<file path="src/rtl/store_narrow.sv">
// Store-path narrowing unit: aligns byte/half/word stores onto a little-endian
// 32-bit bus with byte enables, then runs a req/ack handshake with a timeout.
module store_narrow #(
  parameter int TIMEOUT = 15
) (
  input  logic        clk,
  input  logic        reset_n,
  input  logic        st_valid,
  output logic        st_ready,
  input  logic [31:0] st_addr,
  input  logic [31:0] st_data,
  input  logic [1:0]  st_size,
  output logic        mem_req,
  output logic [31:0] mem_addr,
  output logic [31:0] mem_wdata,
  output logic [3:0]  mem_be,
  input  logic        mem_ack,
  output logic        done,
  output logic        fault,
  output logic [1:0]  fault_code,
  output logic        lossy
);

  localparam int CW = $clog2(TIMEOUT + 1);
  localparam logic [CW-1:0] LAST = CW'(TIMEOUT - 1);

  localparam logic [1:0] SIZE_BYTE = 2'b00;
  localparam logic [1:0] SIZE_HALF = 2'b01;
  localparam logic [1:0] SIZE_WORD = 2'b10;

  localparam logic [1:0] CODE_MISALIGNED = 2'b01;
  localparam logic [1:0] CODE_BAD_SIZE   = 2'b10;
  localparam logic [1:0] CODE_TIMEOUT    = 2'b11;

  typedef enum logic [1:0] {
    IDLE  = 2'b00,
    REQ   = 2'b01,
    DONE  = 2'b10,
    FAULT = 2'b11
  } state_t;

  state_t        state;
  logic [CW-1:0] count;

  logic [3:0]  be_next;
  logic [31:0] wdata_next;
  logic        lossy_next;
  logic        misaligned;
  logic        bad_size;

  // Lane placement and truncation-loss detection for the request on the bus now.
  always_comb begin
    be_next    = 4'b0000;
    wdata_next = 32'h0000_0000;
    lossy_next = 1'b0;
    misaligned = 1'b0;
    bad_size   = 1'b0;
    case (st_size)
      SIZE_BYTE: begin
        be_next    = 4'b0001 << st_addr[1:0];
        wdata_next = {24'h00_0000, st_data[7:0]} << {st_addr[1:0], 3'b000};
        lossy_next = (st_data[31:8] != {24{st_data[7]}});
      end
      SIZE_HALF: begin
        be_next    = st_addr[1] ? 4'b1100 : 4'b0011;
        wdata_next = {16'h0000, st_data[15:0]} << {st_addr[1], 4'b0000};
        lossy_next = (st_data[31:16] != {16{st_data[15]}});
        misaligned = st_addr[0];
      end
      SIZE_WORD: begin
        be_next    = 4'b1111;
        wdata_next = st_data;
        misaligned = (st_addr[1:0] != 2'b00);
      end
      default: begin
        bad_size = 1'b1;
      end
    endcase
  end

  assign st_ready = (state == IDLE);

  // Control FSM; done/fault are single-cycle pulses, fault_code persists.
  always_ff @(posedge clk or negedge reset_n) begin
    if (!reset_n) begin
      state      <= IDLE;
      count      <= '0;
      mem_req    <= 1'b0;
      mem_addr   <= 32'h0000_0000;
      mem_wdata  <= 32'h0000_0000;
      mem_be     <= 4'b0000;
      done       <= 1'b0;
      fault      <= 1'b0;
      fault_code <= 2'b00;
      lossy      <= 1'b0;
    end else begin
      done  <= 1'b0;
      fault <= 1'b0;
      case (state)
        IDLE: begin
          if (st_valid) begin
            lossy <= lossy_next;
            if (bad_size) begin
              fault      <= 1'b1;
              fault_code <= CODE_BAD_SIZE;
              state      <= FAULT;
            end else if (misaligned) begin
              fault      <= 1'b1;
              fault_code <= CODE_MISALIGNED;
              state      <= FAULT;
            end else begin
              mem_addr  <= {st_addr[31:2], 2'b00};
              mem_wdata <= wdata_next;
              mem_be    <= be_next;
              mem_req   <= 1'b1;
              count     <= '0;
              state     <= REQ;
            end
          end
        end
        REQ: begin
          // An ack on the final allowed cycle still completes the store.
          if (mem_ack) begin
            mem_req <= 1'b0;
            done    <= 1'b1;
            state   <= DONE;
          end else if (count == LAST) begin
            mem_req    <= 1'b0;
            fault      <= 1'b1;
            fault_code <= CODE_TIMEOUT;
            state      <= FAULT;
          end else begin
            count <= count + 1'b1;
          end
        end
        DONE: begin
          state <= IDLE;
        end
        FAULT: begin
          state <= IDLE;
        end
        default: begin
          state <= IDLE;
        end
      endcase
    end
  end

endmodule

</file>
<file path="config.mk">
export PLATFORM = sky130hd
export DESIGN_NAME = store_narrow
export DESIGN_NICKNAME = d
export VERILOG_FILES = /design/src/rtl/store_narrow.sv
export SDC_FILE = /design/constraint.sdc
export NUM_CORES = 1
export LEC_CHECK = 0
export BUFFER_PORTS_ARGS = -buffer_cell sky130_fd_sc_hd__buf_4
export CORE_ASPECT_RATIO = 1.2
export CORE_MARGIN = 10
export CORE_UTILIZATION = 35
export CTS_CLUSTER_SIZE = 10
export DETAILED_ROUTE_END_ITERATION = 12
export PLACE_DENSITY_LB_ADDON = 0.08
export SETUP_SLACK_MARGIN = 0.15
export SYNTH_ARGS = -nofsm -noshare
export SYNTH_HDL_FRONTEND = slang
export SYNTH_SLANG_ARGS = --single-unit
</file>
<file path="constraint.sdc">
create_clock -name clk -period 2.1 [get_ports clk]
set_input_delay 0.42 -clock clk [delete_from_list [all_inputs] [get_ports clk]]
set_output_delay 0.42 -clock clk [all_outputs]
set_load 0.05 [all_outputs]
</file>
# Yosys cells after proc, flatten, opt, wreduce, memory -nomap -nowiden
# Index checks and enable logic that the tools add are counted.
totals:
  inputBits: 70
  reg_bits: 78
  output_inout_bits: 75
  word_cells: 79
op_classes:
  mux: 36
  n_addsub: 1
  n_reduce_logical: 12
  bitwise: 1
  shift: 3
  eq_ne: 16
op_table:
  columns: ["operator", "n"]
  rows:
  - ["$pmux W32 S3", 1]
  - ["$shl A16 B5 Y32", 1]
  - ["$shl A8 B5 Y32", 1]
  - ["$mux W4", 6]
  - ["$ne A24 B24 Y1", 1]
  - ["$mux W2", 9]
  - ["$ne A16 B16 Y1", 1]
  - ["$mux W1", 12]
  - ["$ne A2 B2 Y1 const B", 6]
  - ["$pmux W4 S3", 1]
  - ["$reduce_and A5 Y1", 2]
  - ["$pmux W1 S2", 4]
  - ["$pmux W4 S2", 1]
  - ["$eq A2 B2 Y1 const B", 3]
  - ["$pmux W2 S3", 1]
  - ["$reduce_and A6 Y1", 1]
  - ["$add A4 B1 Y4 const B", 1]
  - ["$eq A2 B1 Y1 const B", 2]
  - ["$eq A4 B4 Y1 const B", 1]
  - ["$logic_not A2 Y1", 2]
  - ["$pmux W2 S2", 1]
  - ["$reduce_and A2 Y1", 2]
  - ["$reduce_and A4 Y1", 1]
  - ["$reduce_bool A2 Y1", 2]
  - ["other kinds (6)", 6]

# Longest topological paths before layout
depth:
  word_depth: 6
  mapped_depth: 8

# Least setup slack after synthesis
# OpenSTA, ideal clock, no wires.
synth_timing:
  kind: "in2reg"
  from: "in st_size[0]"
  to: "reg mem_wdata[16]"
  path_stages: 8
  arrival_time_ns: 1.762
  required_ns: 1.974
  n_path_buf: 2
  path_slack_ns: 0.212
  cell_sequence: "inv_1 ha_1 clkbuf_1 o211ai_1 nand4_1 clkbuf_1 a221oi_1 nor2_1"
synth_between:
  elab_chain_len: 4
  word_cells_on_any_way: 8
  cone_classes: "eq/ne (2); mux (2); bitwise (1); reduce/logical (3)"
synth_lines:
  columns: ["item", "line_no", "source"]
  rows:
  - ["start, declared", "12", "input logic [1:0] st_size,"]
  - ["$eq A2 B2 Y1 / $eq A2 B1 Y1 (equally long branches)", "58", "case (st_size)"]
  - ["$pmux W1 S2", "58", null]
  - ["$not A1 Y1 (no line)", null, null]
  - ["$reduce_and A4 Y1 (no line)", null, null]
  - ["end signal, assigned", "113", "mem_wdata <= wdata_next;"]
  - ["end, declared", "15", "output logic [31:0] mem_wdata,"]
# Parallel ways exist; a longest one is shown, timed or not.
# A chain may end at the register's enable or synchronous reset.

# Final worst setup path
layout_timing:
  from: "in st_size[1]"
  to: "reg mem_addr[21]"
layout_between:
  elab_chain_len: 4
  word_cells_on_any_way: 7
  cone_classes: "eq/ne (2); mux (1); bitwise (1); reduce/logical (3)"
layout_lines:
  columns: ["item", "line_no", "source"]
  rows:
  - ["$eq A2 B2 Y1 / $eq A2 B1 Y1 (equally long branches)", "58", null]
  - ["$pmux W1 S2", "58", null]
  - ["$not A1 Y1 (no line)", null, null]
  - ["$reduce_and A4 Y1 (no line) *", null, null]
  - ["end signal, assigned", "112", "mem_addr <= {st_addr[31:2], 2'b00};"]
  - ["end, declared", "14", "output logic [31:0] mem_addr,"]
# Every way passes the cells marked *; elsewhere a longest branch is shown, timed or not.

==> out/metrics.cfg <==
[status]
status = complete, no violations

[global_routing]
grt_pass1_vias = 3627
track_usage_pct = 15.56
grt_max_degree = 48
grt_pass1_wl_um = 19060
grt-ovfl-total = 0
antenna_found_initial = 0

[critical_path]
crit_chain = buf_4, inv_1, ha_1, o211ai_1, nand4_1, buf_4, buf_6, nand2_1, nand2_1
start_kind = input port
r2r-start = state[1]
reg2reg_slack_ps = 300
end_kind = register
r2r_cells = 5
cp_slowest_stage_delay_ps = 330
critical_path_class = input port to register
crit_buf_inv = 4
worstPathArrival_ps = 2060
cp.required_ps = 2360
crit_family = buffers and inverters
r2r-end = mem_addr[3]
cp_slowest_cell = ha_1
cp_max_fo = 39

[sta]
finalSetupViolCount = 0
hold_viol_final = 0
maxSlewHeadroom_pct = 56.49
grt_setup_unrepaired = no
worstMarginPinSlew_ps = 636.2
fmax_ghz = 0.5551
setup_tns_ps = 0
clock-skew-final_ps = 6.462
slew_viol_final = 0
finalCritPeriodShare_pct = 85.79
period_minus_slack_ps = 1802

[yosys]
synth_top_family_by_area = simple AND/OR/NAND/NOR gates
ys.flop_type = dfrtp_1
ys_seq_elements = 78
ys_types = 37
yosysSeqAreaShare_pct = 54.19
netlist_instances = 399
synth_mux_area_share_pct = 0
synth_top_area_share_pct = 54.19
synth-compound-area-share_pct = 14.14
synthTopCellsByArea = dfrtp_1, nand2_1, nor2_1, a221oi_1, ha_1
synth-xor-area-share_pct = 0.2431
yosys.area.top_type = dfrtp_1
syn-cell-area_um2 = 3602
syn_avg_cell_area_um2 = 9.028
synth_edf_count = 0
synthAdderAreaFrac_pct = 2.431
async_reset_ff_share_pct = 100.0
yosys_warnings = 0
synth-simple-area-share_pct = 24.73

[floorplan]
start_util_pct = 35.81
die_h_um = 131.1
die_w_um = 112.6
placementRows = 40
dieArea_um2 = 14770
core_um2 = 10060
pin_count = 145

[final_layout]
fillerInstances = 986
drive_gt1_share_pct = 31.33
syn_to_final_growth_pct = 42.62
final_core_util_pct = 51.07
antenna_cells = 0
final_nets = 621

[drt]
vias = 3447
totalWireLength_um = 11860
viasPerCell = 5.107
antenna_left = 0
first_pass_iters = 5
drc_errors = 0
drtIter0Drc = 245
wl_per_cell_um = 17.57

[cts]
clock-root-buffer = clkbuf_16
cts_made_buffers = 9
clockBufferDepth = 2
clk_pin_slew_worst_paths_ps = 60
cts_setup_buffers = 0
cts_sinks = 78
clkLatencyLatePin_ps = 330
htree_levels = 3
ctsHoldBuffers = 0
cts.repair.resized = 0
tritoncts = built

[power]
vdd_drop_max_uv = 644.5
p_leak_nw = 2.618
powerDensity_nw_per_um2 = 1734
p_total_w = 0.008906

[job]
max_cap_viol_count = 0

[hold_path]
hold_class = input port to asynchronous set/reset pin

[place]
finalWeightedCongestion = 0.9101
port_buffers = 142
hpwl_um = 9138

sequential cells by signal, indices dropped and copies added, names as in the netlist:
| register | cells |
|---|---|
| count | 4 |
| done | 1 |
| fault | 1 |
| fault_code | 2 |
| lossy | 1 |
| mem_addr | 30 |
| mem_be | 4 |
| mem_req | 1 |
| mem_wdata | 32 |
| state | 2 |
layer usage:
metal	up-vias	GRT usage (%)	routed length, um
met1	1605	19.51	5072
met4	0	5.438	173
li1	1672	-	-
met2	155	24.27	5466
met5	-	0	0
met3	15	5.237	1146
cell usage in the layout, fill, tap and decap left out, types with 8 or more instances in the layout:
cell	count
buf_4	154
a222oi_1	8
a221oi_1	16
o21ai_0	16
nand2_1	119
nand3_1	13
inv_1	10
dfrtp_1	78
clkbuf_16	9
nor2_1	48
cells by family after synthesis:
kind of cell               count (synthesis)
buffers and inverters                     34
AOI/OAI and AO/OA                         69
xor gates and xnor gates                   1
and+or+nand+nor                          209
adders and majority gates                  7
other                                      1
DFF                                       78
power by group:
| part | switching [W] | internal, W | total, W |
|---|---|---|---|
| sequential | 0.000405 | 0.00219 | 0.00259 |
| clock | 0.000585 | 0.000864 | 0.00145 |
| combinational | 0.00347 | 0.00139 | 0.00486 |
cell type report:
type	instances	area (um2)	share of cell area, %
flip-flops and latches	78	1952	37.99
multi-input cells	288	1504	29.27
repair buffers	157	1207	23.50
clock buffers	13	260.3	5.066
well taps	126	157.7	3.069
inverters	10	37.54	0.7306
clock inverters	3	18.77	0.3653
per-stage QoR:
step | cell area, um2 | setup WS (ps) | std cells | hold WS (ps)
detailed placement | 4855 | -102.1 | 659 | 395.0
CTS | 5134 | 216.2 | 675 | 42.67
global placement | 4855 | -54.86 | 659 | 392.0
floorplan | 3606 | 212.2 | 400 | 124.4
finish | 5137 | 298.4 | 675 | 31.06
global route | 5137 | 158.3 | 675 | 66.68
cells in the mapped netlist, drive strengths merged (7+ instances only):
| master | number |
|---|---|
| ha | 7 |
| nand2 | 119 |
| a221oi | 16 |
| dfrtp | 78 |
| o21ai | 18 |
| nor2 | 48 |
| a222oi | 8 |
| nand3 | 13 |
| nor4 | 7 |
| nand4 | 7 |
| buf | 8 |
| clkbuf | 16 |
| inv | 10 |
how the worst max path moves through the flow:
stage / from / end / slack, ps / cells past startpoint
floorplan: st_size[0] / mem_wdata[16] / 210 / 8
global placement: st_size[1] / mem_addr[12] / -50 / 9
detailed placement: st_size[1] / mem_addr[2] / -100 / 9
CTS: st_size[1] / mem_addr[21] / 220 / 9
global route: state[1] / mem_addr[8] / 160 / 5
finish: st_size[1] / mem_addr[21] / 300 / 9
Power figures use the tool's default switching activity.
